===== config.mk =====
export PLATFORM = sky130hd
export DESIGN_NAME = rob
export DESIGN_NICKNAME = d
export VERILOG_FILES = /design/src/rtl/rob.sv
export SDC_FILE = /design/constraint.sdc
export NUM_CORES = 1
export LEC_CHECK = 0
export ABC_AREA = 1
export CAP_MARGIN = 30
export CORE_UTILIZATION = 30
export CTS_BUF_LIST = sky130_fd_sc_hd__clkbuf_8
export CTS_CLUSTER_SIZE = 40
export DETAILED_ROUTE_END_ITERATION = 6
export PLACE_DENSITY_LB_ADDON = 0.05
export SLEW_MARGIN = 20
export SYNTH_ARGS = -nofsm -noshare
export SYNTH_HDL_FRONTEND = slang
export SYNTH_SLANG_ARGS = --single-unit

===== constraint.sdc =====
create_clock -name clock -period 5.5 [get_ports clock]
set_clock_uncertainty 0.15 [all_clocks]
set_input_delay 1.1 -clock clock [delete_from_list [all_inputs] [get_ports clock]]
set_output_delay 1.1 -clock clock [all_outputs]
set_load 0.005 [all_outputs]

===== src/rtl/rob.sv =====
// Reorder buffer for an R10000-style out-of-order core.
// Each dispatched instruction takes one circular-buffer entry holding its new tag T,
// its previous mapping Told and the free-list tail pointer at dispatch. Entries retire
// in program order, which hands Told back to the free list. A branch mispredict squashes
// every entry younger than the branch and exposes the free-list rollback pointer.
//
// Ports:
//   clock, reset                 rising-edge clock, asynchronous active-low reset
//   dispatch_*                   allocation request and the fields stored in the new entry
//   complete_en/_ROB_idx         CDB broadcast marking an entry complete
//   rollback_en/_ROB_idx         mispredicted branch; younger entries are squashed
//   ROB_valid, ROB_idx           space available / entry the current dispatch occupies
//   retire_en, retire_*          head entry retires at the next edge; its fields
//   FL_rollback_idx              stored free-list pointer of entry rollback_ROB_idx
//   halted                       a HALT instruction has retired
module rob #(
   parameter int unsigned NUM_ROB = 16,
   parameter int unsigned NUM_PR  = 64,
   parameter int unsigned NUM_FL  = 32,
   parameter int unsigned ZERO_PR = 31,
   localparam int unsigned RI = $clog2(NUM_ROB),
   localparam int unsigned PW = $clog2(NUM_PR),
   localparam int unsigned FW = $clog2(NUM_FL)
) (
   input  logic          clock,
   input  logic          reset,
   input  logic          dispatch_en,
   input  logic [4:0]    dispatch_dest_idx,
   input  logic [PW-1:0] dispatch_T_idx,
   input  logic [PW-1:0] dispatch_Told_idx,
   input  logic [FW-1:0] dispatch_FL_idx,
   input  logic          dispatch_halt,
   input  logic          complete_en,
   input  logic [RI-1:0] complete_ROB_idx,
   input  logic          rollback_en,
   input  logic [RI-1:0] rollback_ROB_idx,
   output logic          ROB_valid,
   output logic [RI-1:0] ROB_idx,
   output logic          retire_en,
   output logic [4:0]    retire_dest_idx,
   output logic [PW-1:0] retire_T_idx,
   output logic [PW-1:0] retire_Told_idx,
   output logic [FW-1:0] FL_rollback_idx,
   output logic          halted
);

   localparam logic [RI:0] FullCount = (RI+1)'(NUM_ROB);

   typedef enum logic {StRun, StHalted} mode_e;

   mode_e              mode_q, mode_d;
   logic [RI-1:0]      head_q, head_d, tail_q, tail_d;
   logic [RI:0]        count_q, count_d;
   logic [NUM_ROB-1:0] valid_q, valid_d, complete_q, complete_d, halt_q;
   logic [4:0]         dest_q [NUM_ROB];
   logic [PW-1:0]      t_q    [NUM_ROB];
   logic [PW-1:0]      told_q [NUM_ROB];
   logic [FW-1:0]      fl_q   [NUM_ROB];

   logic               do_dispatch;
   logic [RI-1:0]      rel_b, rel_i;
   logic [NUM_ROB-1:0] squash;

   assign ROB_valid       = (count_q != FullCount);
   assign ROB_idx         = tail_q;
   assign halted          = (mode_q == StHalted);
   assign FL_rollback_idx = fl_q[rollback_ROB_idx];
   assign do_dispatch     = dispatch_en && ROB_valid && !rollback_en && (mode_q == StRun);
   assign retire_en       = (mode_q == StRun) && !rollback_en && valid_q[head_q] &&
                            complete_q[head_q];

   always_comb begin
      retire_dest_idx = '0;
      retire_T_idx    = '0;
      retire_Told_idx = '0;
      if (valid_q[head_q]) begin
         retire_dest_idx = dest_q[head_q];
         retire_T_idx    = t_q[head_q];
         retire_Told_idx = told_q[head_q];
      end
   end

   // Age is measured as distance from head, so an entry is younger than the branch
   // exactly when its distance exceeds the branch's; this handles wrap-around for free.
   always_comb begin
      squash = '0;
      rel_i  = '0;
      rel_b  = rollback_ROB_idx - head_q;
      for (int i = 0; i < NUM_ROB; i++) begin
         rel_i     = RI'(i) - head_q;
         squash[i] = rollback_en && (rel_i > rel_b);
      end
   end

   always_comb begin
      valid_d    = valid_q;
      complete_d = complete_q;
      head_d     = head_q;
      tail_d     = tail_q;
      count_d    = count_q;
      mode_d     = mode_q;
      if (complete_en && valid_q[complete_ROB_idx] && !squash[complete_ROB_idx]) begin
         complete_d[complete_ROB_idx] = 1'b1;
      end
      if (rollback_en) begin
         valid_d    = valid_q & ~squash;
         complete_d = complete_d & ~squash;
         tail_d     = rollback_ROB_idx + 1'b1;
         count_d    = {1'b0, rel_b} + 1'b1;
      end else begin
         if (retire_en) begin
            valid_d[head_q] = 1'b0;
            head_d          = head_q + 1'b1;
            if (halt_q[head_q]) begin
               mode_d = StHalted;
            end
         end
         if (do_dispatch) begin
            valid_d[tail_q]    = 1'b1;
            complete_d[tail_q] = 1'b0;
            tail_d             = tail_q + 1'b1;
         end
         count_d = count_q + (RI+1)'(do_dispatch) - (RI+1)'(retire_en);
      end
   end

   // The zero register is never renamed, so the free list must never hand out its tag.
   always_comb begin
      if (reset && do_dispatch) begin
         zero_tag_not_allocated: assert (dispatch_T_idx != PW'(ZERO_PR));
      end
   end

   always_ff @(posedge clock or negedge reset) begin
      if (!reset) begin
         mode_q     <= StRun;
         head_q     <= '0;
         tail_q     <= '0;
         count_q    <= '0;
         valid_q    <= '0;
         complete_q <= '0;
         halt_q     <= '0;
         for (int i = 0; i < NUM_ROB; i++) begin
            dest_q[i] <= '0;
            t_q[i]    <= '0;
            told_q[i] <= '0;
            fl_q[i]   <= '0;
         end
      end else begin
         mode_q     <= mode_d;
         head_q     <= head_d;
         tail_q     <= tail_d;
         count_q    <= count_d;
         valid_q    <= valid_d;
         complete_q <= complete_d;
         if (do_dispatch) begin
            dest_q[tail_q] <= dispatch_dest_idx;
            t_q[tail_q]    <= dispatch_T_idx;
            told_q[tail_q] <= dispatch_Told_idx;
            fl_q[tail_q]   <= dispatch_FL_idx;
            halt_q[tail_q] <= dispatch_halt;
         end
      end
   end

endmodule


==> metrics.md, run 1 <==
| Metric | Value |
|---|---|
| Post_cts resized | `0` |
| PwrDens | `610 nW/um2` |
| Synth area leader | `dfrtp_1` |
| Die height | `266 um` |
| Pre-Repair DR Iteration Count | `7` |
| Final Non-Filler Cells | `3645` |
| Crit share post-route | `0.901` |
| Die width | `266 um` |
| CORE AREA | `68800 um2` |
| Yosys warning count | `0` |
| GRT overflow | `0` |
| Wire length per cell | `21.1 um` |
| Share of cells above drive strength 1 | `0.0785` |
| Detailed-route via count | `18500` |
| Post-Syn Area | `20900 um2` |
| WP data required | `4.25 ns` |
| Status | `complete, no violations` |
| Worst-Skew Late Latency | `0.68 ns` |
| Fmax | `202 MHz` |
| Placed cell count | `3502` |
| Post-Synthesis Cells | `2654` |
| Synth unique cells | `44` |
| Type of the most critical hold path | `in2async` |
| Post-DP HPWL | `47000 um` |
| Max VDD drop | `258 uV` |
| Dominant cells by area after synthesis | `dfrtp_1, o21ai_0, nand2_1` |
| Rows | `96` |
| Post-CTS Setup Repair Bufs | `0` |
| Initial Util | `0.304` |
| DRC | `0` |
| Max Root-Sink Buffers | `3` |
| Crit path from | `head_q[0]` |
| Ports | `65` |
| Root Buffer | `clkbuf_8` |
| Num CTS Buffers | `82` |
| DRT iter0 DRCs | `1493` |
| # nets final | `2734` |
| CP Class | `reg2out` |
| Reg2Reg Launch Point | `head_q[0]` |
| Initial antenna violation count | `1` |
| Period minus WS final | `4.95 ns` |
| Crit. End Element | `primary output` |
| Total track usage | `0.220` |
| Register area share after synthesis | `0.495` |
| Pleak | `11.3 nW` |
| Post-route ant nets | `0` |
| Final TNS setup | `0 ns` |
| Pin count of the biggest net entering global routing | `118` |
| Ys async rst share | `1.00` |
| Post-Route WL | `76900 um` |
| Routability cong. | `0.914` |
| Die area | `70800 um2` |
| Max Cap Viol | `0` |
| Startpoint Class | `flop` |
| Vias/cell | `5.07` |
| Syn nets | `2732` |
| Syn Area/Cell | `7.88 um2` |
| Final hold vios | `0` |
| First-pass GRT wire length | `117000 um` |
| Synth top area share | `0.495` |
| Worst Max-Slew Pin Slew | `0.933 ns` |
| Vias in the first global route | `18200` |
| CTS tree | `done` |
| Pins Over Slew Limit | `0` |
| Most used DFF post-synth | `dfrtp_1` |
| Htree depth | `3` |
| Yosys reg bits | `414` |
| CTS sink cnt | `414` |
| Slew margin rel. | `0.377` |
| Reg clk slew, reported paths | `0.06 ns` |
| Worst Path Max Fanout | `77` |
| Post-synth EDFFs | `0` |
| Critical path arrival | `3.70 ns` |
| Final hold slack | `0.306 ns` |
| Area Growth Syn to Fin | `15.6%` |
| RSZ-0062 raised after global routing | `no` |
| IO buf count | `64` |
| Hold-fix buffers, CTS | `0` |
| Count of final setup violators | `0` |
-- placed cells by master (no fill, tap or decap), types with 40 or more instances in the layout --
cell type        instances
clkbuf_8               101
clkdlybuf4s50_1         62
dfrtp_1                410
ha_1                    40
inv_1                  166
nand2_1                629
nand3_1                 81
nor2_1                 263
o21ai_0                615
o221ai_1                49
o22ai_1                 43
-- stage by stage --
| step | instance area, um2 | util | setup WS [ns] | total power [mW] |
|---|---|---|---|---|
| 2_1_floorplan | 20900 | - | 1.22 | 9.17 |
| 3_3_place_gp | 22400 | 0.325 | 0.692 | 11.5 |
| 3_5_place_dp | 22500 | 0.327 | 0.563 | 11.6 |
| 4_1_cts | 24200 | 0.351 | 0.529 | 14.9 |
| 5_1_grt | 24200 | 0.351 | 0.366 | 16.0 |
| 6_report | 24200 | 0.351 | 0.546 | 14.7 |
-- area by class of cell --
type / count / area (um2)
antenna: 2 / 5.00
clock buffer: 101 / 1390
clock inverter: 39 / 256
fill: 7264 / 44600
inverter: 163 / 621
multi-input combinational: 1884 / 9180
sequential: 414 / 10400
tap: 931 / 1160
timing repair buffer: 111 / 1200
-- path summary, 6_finish.rpt --
| kind | endpoint | slack [ns] | cells after the start |
|---|---|---|---|
| worst max-delay path | retire_T_idx[3] | 0.55 | 11 |
| worst min-delay path | ROB_idx[3] | 0.31 | 1 |
| worst max register to register | count_q[4] | 1.24 | 20 |
| worst min register to register | told_q[58] | 0.33 | 2 |
| max in group asynchronous | told_q[82] | 3.67 | 2 |
| min in group clock | told_q[58] | 0.33 | 2 |
-- sequential cells by signal, summed over array words and instances, names as in the netlist, named ones only --
signal   count
t_q         96
told_q      96
dest_q      80
fl_q        80
halt_q      16
valid_q     16
count_q      5
ROB_idx      4
head_q       4
halted       1
-- metal layers --
layer / share of wire / vias up / GRT usage
li1: - / 8859 / -
met1: 0.48 / 8965 / 0.316
met2: 0.44 / 528 / 0.335
met3: 0.054 / 129 / 0.0343
met4: 0.026 / 0 / 0.0732
met5: 0 / - / 0
-- Yosys cell counts, types with 2 or more instances --
cell and instances:
and2_1 2, buf_6 4, o21ai_1 21, buf_2 14, xor2_1 7, nand3_1 82
a21oi_1 34, o211ai_1 9, clkbuf_1 161, xnor2_1 4, dfrtp_1 414, nor2_1 263
clkinv_1 11, a21o_1 3, buf_1 13, inv_4 2, o22ai_1 43, nand2_2 5
o21bai_1 10, nor2_2 4, o32ai_1 3, fa_1 2, mux2i_1 17, or2_2 3
nand2_1 634, a31oi_1 12, inv_1 143, ha_1 40, o221ai_1 49, nor3_1 4
a21oi_2 3, o21ai_0 615, inv_2 7, nand4_1 6
-- critical path, cell delays in order, from the launching register on --
cell and delay [ns]:
dfrtp_4 0.64, inv_4 0.25, buf_12 0.31, a21oi_1 0.15, o21ai_1 0.09, nand3_1 0.08, nand3_1 0.09, nand2_1 0.12
buf_4 0.28, nand3_1 0.30, inv_1 0.17, clkdlybuf4s50_1 0.53
-- cells by family after synthesis --
group | count (synthesis) | share of synthesized area
multiplexers | 17 | 0.00814
AO/OA/AOI/OAI | 808 | 0.210
AND/OR/NAND/NOR | 1006 | 0.189
buffers and inverters | 356 | 0.0666
XOR/XNOR | 11 | 0.00461
flip-flops | 414 | 0.495
adder cells (fa/ha/maj) | 42 | 0.0258
-- where the power goes --
group	switching (mW)	total [mW]	internal (mW)
clock network	1.42	3.21	1.79
registers	0.759	5.04	4.28
logic	4.18	6.49	2.31
total	6.37	14.7	8.38
(Power assumes the default switching activity.)
==> run 2, diff against run 1 <==
--- a/constraint.sdc
+++ b/constraint.sdc
@@ -4,2 +4,2 @@
 set_output_delay 1.1 -clock clock [all_outputs]
-set_load 0.005 [all_outputs]
+set_load 0.1 [all_outputs]
==> metrics.md, run 2 (same netlist as run 1, synthesis figures left out) <==
| Metric | Value |
|---|---|
| GRT overflow | `0 (unchanged)` |
| Largest registers | `t_q x96, told_q x96` |
| DRT iter0 DRCs | `1490 (-0.20%)` |
| Fillers | `7295 (+0.43%)` |
| Reg clk slew, reported paths | `0.05 ns (about the same)` |
| WL met3 | `3900 um (-5.7%)` |
| IO buf count | `64 (unchanged)` |
| Die width | `266 um (unchanged)` |
| Type of the most critical hold path | `reg2reg` |
| Die area | `70800 um2 (unchanged)` |
| CORE AREA | `68800 um2 (unchanged)` |
| # nets final | `2736 (+0.073%)` |
| Pre-Repair DR Iteration Count | `7 (unchanged)` |
| Footprint of the multi-input gates | `9180 um2 (unchanged)` |
| Initial Util | `0.304 (unchanged)` |
| DRC | `0 (unchanged)` |
| Met2 WL | `32700 um (-3.3%)` |
| Num CTS Buffers | `82 (unchanged)` |
| Startpoint Class | `flop` |
| CTS sink cnt | `414 (unchanged)` |
| Period minus WS final | `4.68 ns (-0.273 ns)` |
| Post_cts resized | `0 (unchanged)` |
| Critical path arrival | `3.43 ns (-0.27 ns)` |
| Hold-fix buffers, CTS | `0 (unchanged)` |
| Pleak | `11.4 nW (+1.1%)` |
| Wire length per cell | `20.9 um (-1.1%)` |
| Share of cells above drive strength 1 | `0.0849 (+0.00639)` |
| Die height | `266 um (unchanged)` |
| Initial antenna violation count | `2 (+1)` |
| Count of final setup violators | `0 (unchanged)` |
| Max Root-Sink Buffers | `3 (unchanged)` |
| RSZ-0062 raised after global routing | `no` |
| Slew margin rel. | `0.340 (-0.0370)` |
| Final TNS setup | `0 ns (unchanged)` |
| WP data required | `4.25 ns (about the same)` |
| Root Buffer | `clkbuf_8` |
| Vias in the first global route | `18300 (+0.84%)` |
| Post-route ant nets | `0 (unchanged)` |
| Most common cell after layout, fill and taps aside | `nand2_1` |
| Crit share post-route | `0.851 (-0.0496)` |
| Vias/cell | `5.05 (-0.35%)` |
| Worst Path Max Fanout | `27 (-65%)` |
| Max layer used | `met4` |
| Pin count of the biggest net entering global routing | `149 (+26%)` |
| Status | `complete, no violations` |
| Storage element area | `10400 um2 (unchanged)` |
| Area Growth Syn to Fin | `16.5%` |
| Total track usage | `0.221 (+0.00119)` |
| Pins Over Slew Limit | `0 (unchanged)` |
| CTS tree | `done` |
| Placed cell count | `3505 (+0.086%)` |
| Final core occ | `0.354 (+0.00278)` |
| Final hold vios | `0 (unchanged)` |
| Post-Route M1 WL | `37500 um (+1.5%)` |
| PwrDens | `654 nW/um2 (+7.2%)` |
| Crit. End Element | `primary output` |
| Detailed-route via count | `18500 (-0.13%)` |
| Routability cong. | `0.899 (-1.7%)` |
| First-pass GRT wire length | `117000 um (+0.33%)` |
| Ports | `65 (unchanged)` |
| Max Cap Viol | `0 (unchanged)` |
| Commonest cells after routing, fill and taps aside | `nand2_1, o21ai_0, dfrtp_1` |
| Worst Max-Slew Pin Slew | `0.987 ns (+0.0537 ns)` |
| CP Class | `reg2out` |
| Max VDD drop | `703 uV (+170%)` |
| Htree depth | `3 (unchanged)` |
| Post-Route WL | `76300 um (-0.83%)` |
| Post-DP HPWL | `46600 um (-0.85%)` |
| Post-CTS Setup Repair Bufs | `0 (unchanged)` |
| Final Non-Filler Cells | `3653 (+0.22%)` |
| Worst-Skew Late Latency | `0.67 ns (about the same)` |
| Rows | `96 (unchanged)` |
| Fmax | `214 MHz (+5.8%)` |
run 2: cell types whose count changed in the layout (fill, tap and decap cells not counted), sizes merged:
cell           before  now
buf                49   74
clkdlybuf4s50      62   39
inv               187  201
clkinv             11    4
bufinv              3    0
clkinvlp            1    3
run 2: critical path: stages, from the launching register on:
cell and delay [ns]:
dfrtp_4 0.68, inv_4 0.25, a21oi_1 0.17, o21ai_0 0.15
nand3_1 0.11, nand3_1 0.09, nand2_1 0.21, buf_4 0.42
nand3_1 0.30, inv_1 0.19, buf_12 0.19
run 2: metal layers:
| metal | up-vias | track usage |
|---|---|---|
| li1 | 8863 | - |
| met1 | 8936 | 0.325 |
| met2 | 520 | 0.328 |
| met3 | 138 | 0.0345 |
| met4 | 0 | 0.0749 |
| met5 | - | 0 |
run 2: cell type report:
type                       count  share of cell area
tap                          931              0.0478
clock buffer                 101              0.0570
antenna                        2            0.000205
timing repair buffer         113              0.0586
multi-input combinational   1884               0.377
clock inverter                45             0.00883
sequential                   414               0.425
inverter                     163              0.0255
run 2: where the power goes:
part	switching, mW	total [mW]	leakage (nW)	internal [mW]
clock network	1.42	3.07	0.952	1.66
registers	0.750	5.04	5.44	4.28
logic	5.27	7.82	5.02	2.56
total	7.43	15.9	11.4	8.50
run 2: final timing paths:
kind	slack [ns]	start	cells past startpoint	end
setup / recovery	0.82	head_q[0]	10	retire_dest_idx[0]
hold / removal	0.33	told_q[87]	2	told_q[87]
setup reg to reg	1.35	head_q[2]	19	flop
hold reg to reg	0.33	told_q[87]	2	told_q[87]
max in group asynchronous	3.68	reset	2	dest_q[53]
min in group asynchronous	0.36	reset	1	count_q[1]
run 2: through the flow:
stage | area [um2] | power [mW] | hold WS (ns) | worst slack [ns]
after detailed placement | 22800 | 12.9 | 0.317 | 0.838
after floorplan | 20900 | 10.2 | 0.291 | 1.22
after global routing | 24400 | 17.3 | 0.350 | 0.624
final | 24400 | 15.9 | 0.326 | 0.819
after global placement | 22600 | 12.8 | 0.311 | 0.887
after CTS | 24400 | 16.1 | 0.329 | 0.749
==> run 3, diff against run 2 <==
- CTS_CLUSTER_SIZE: 40 -> unset
- HOLD_SLACK_MARGIN: unset -> 0.08
==> results of run 3 <==
Same layout as run 2: the final DEF is identical, and so are final timing and power.
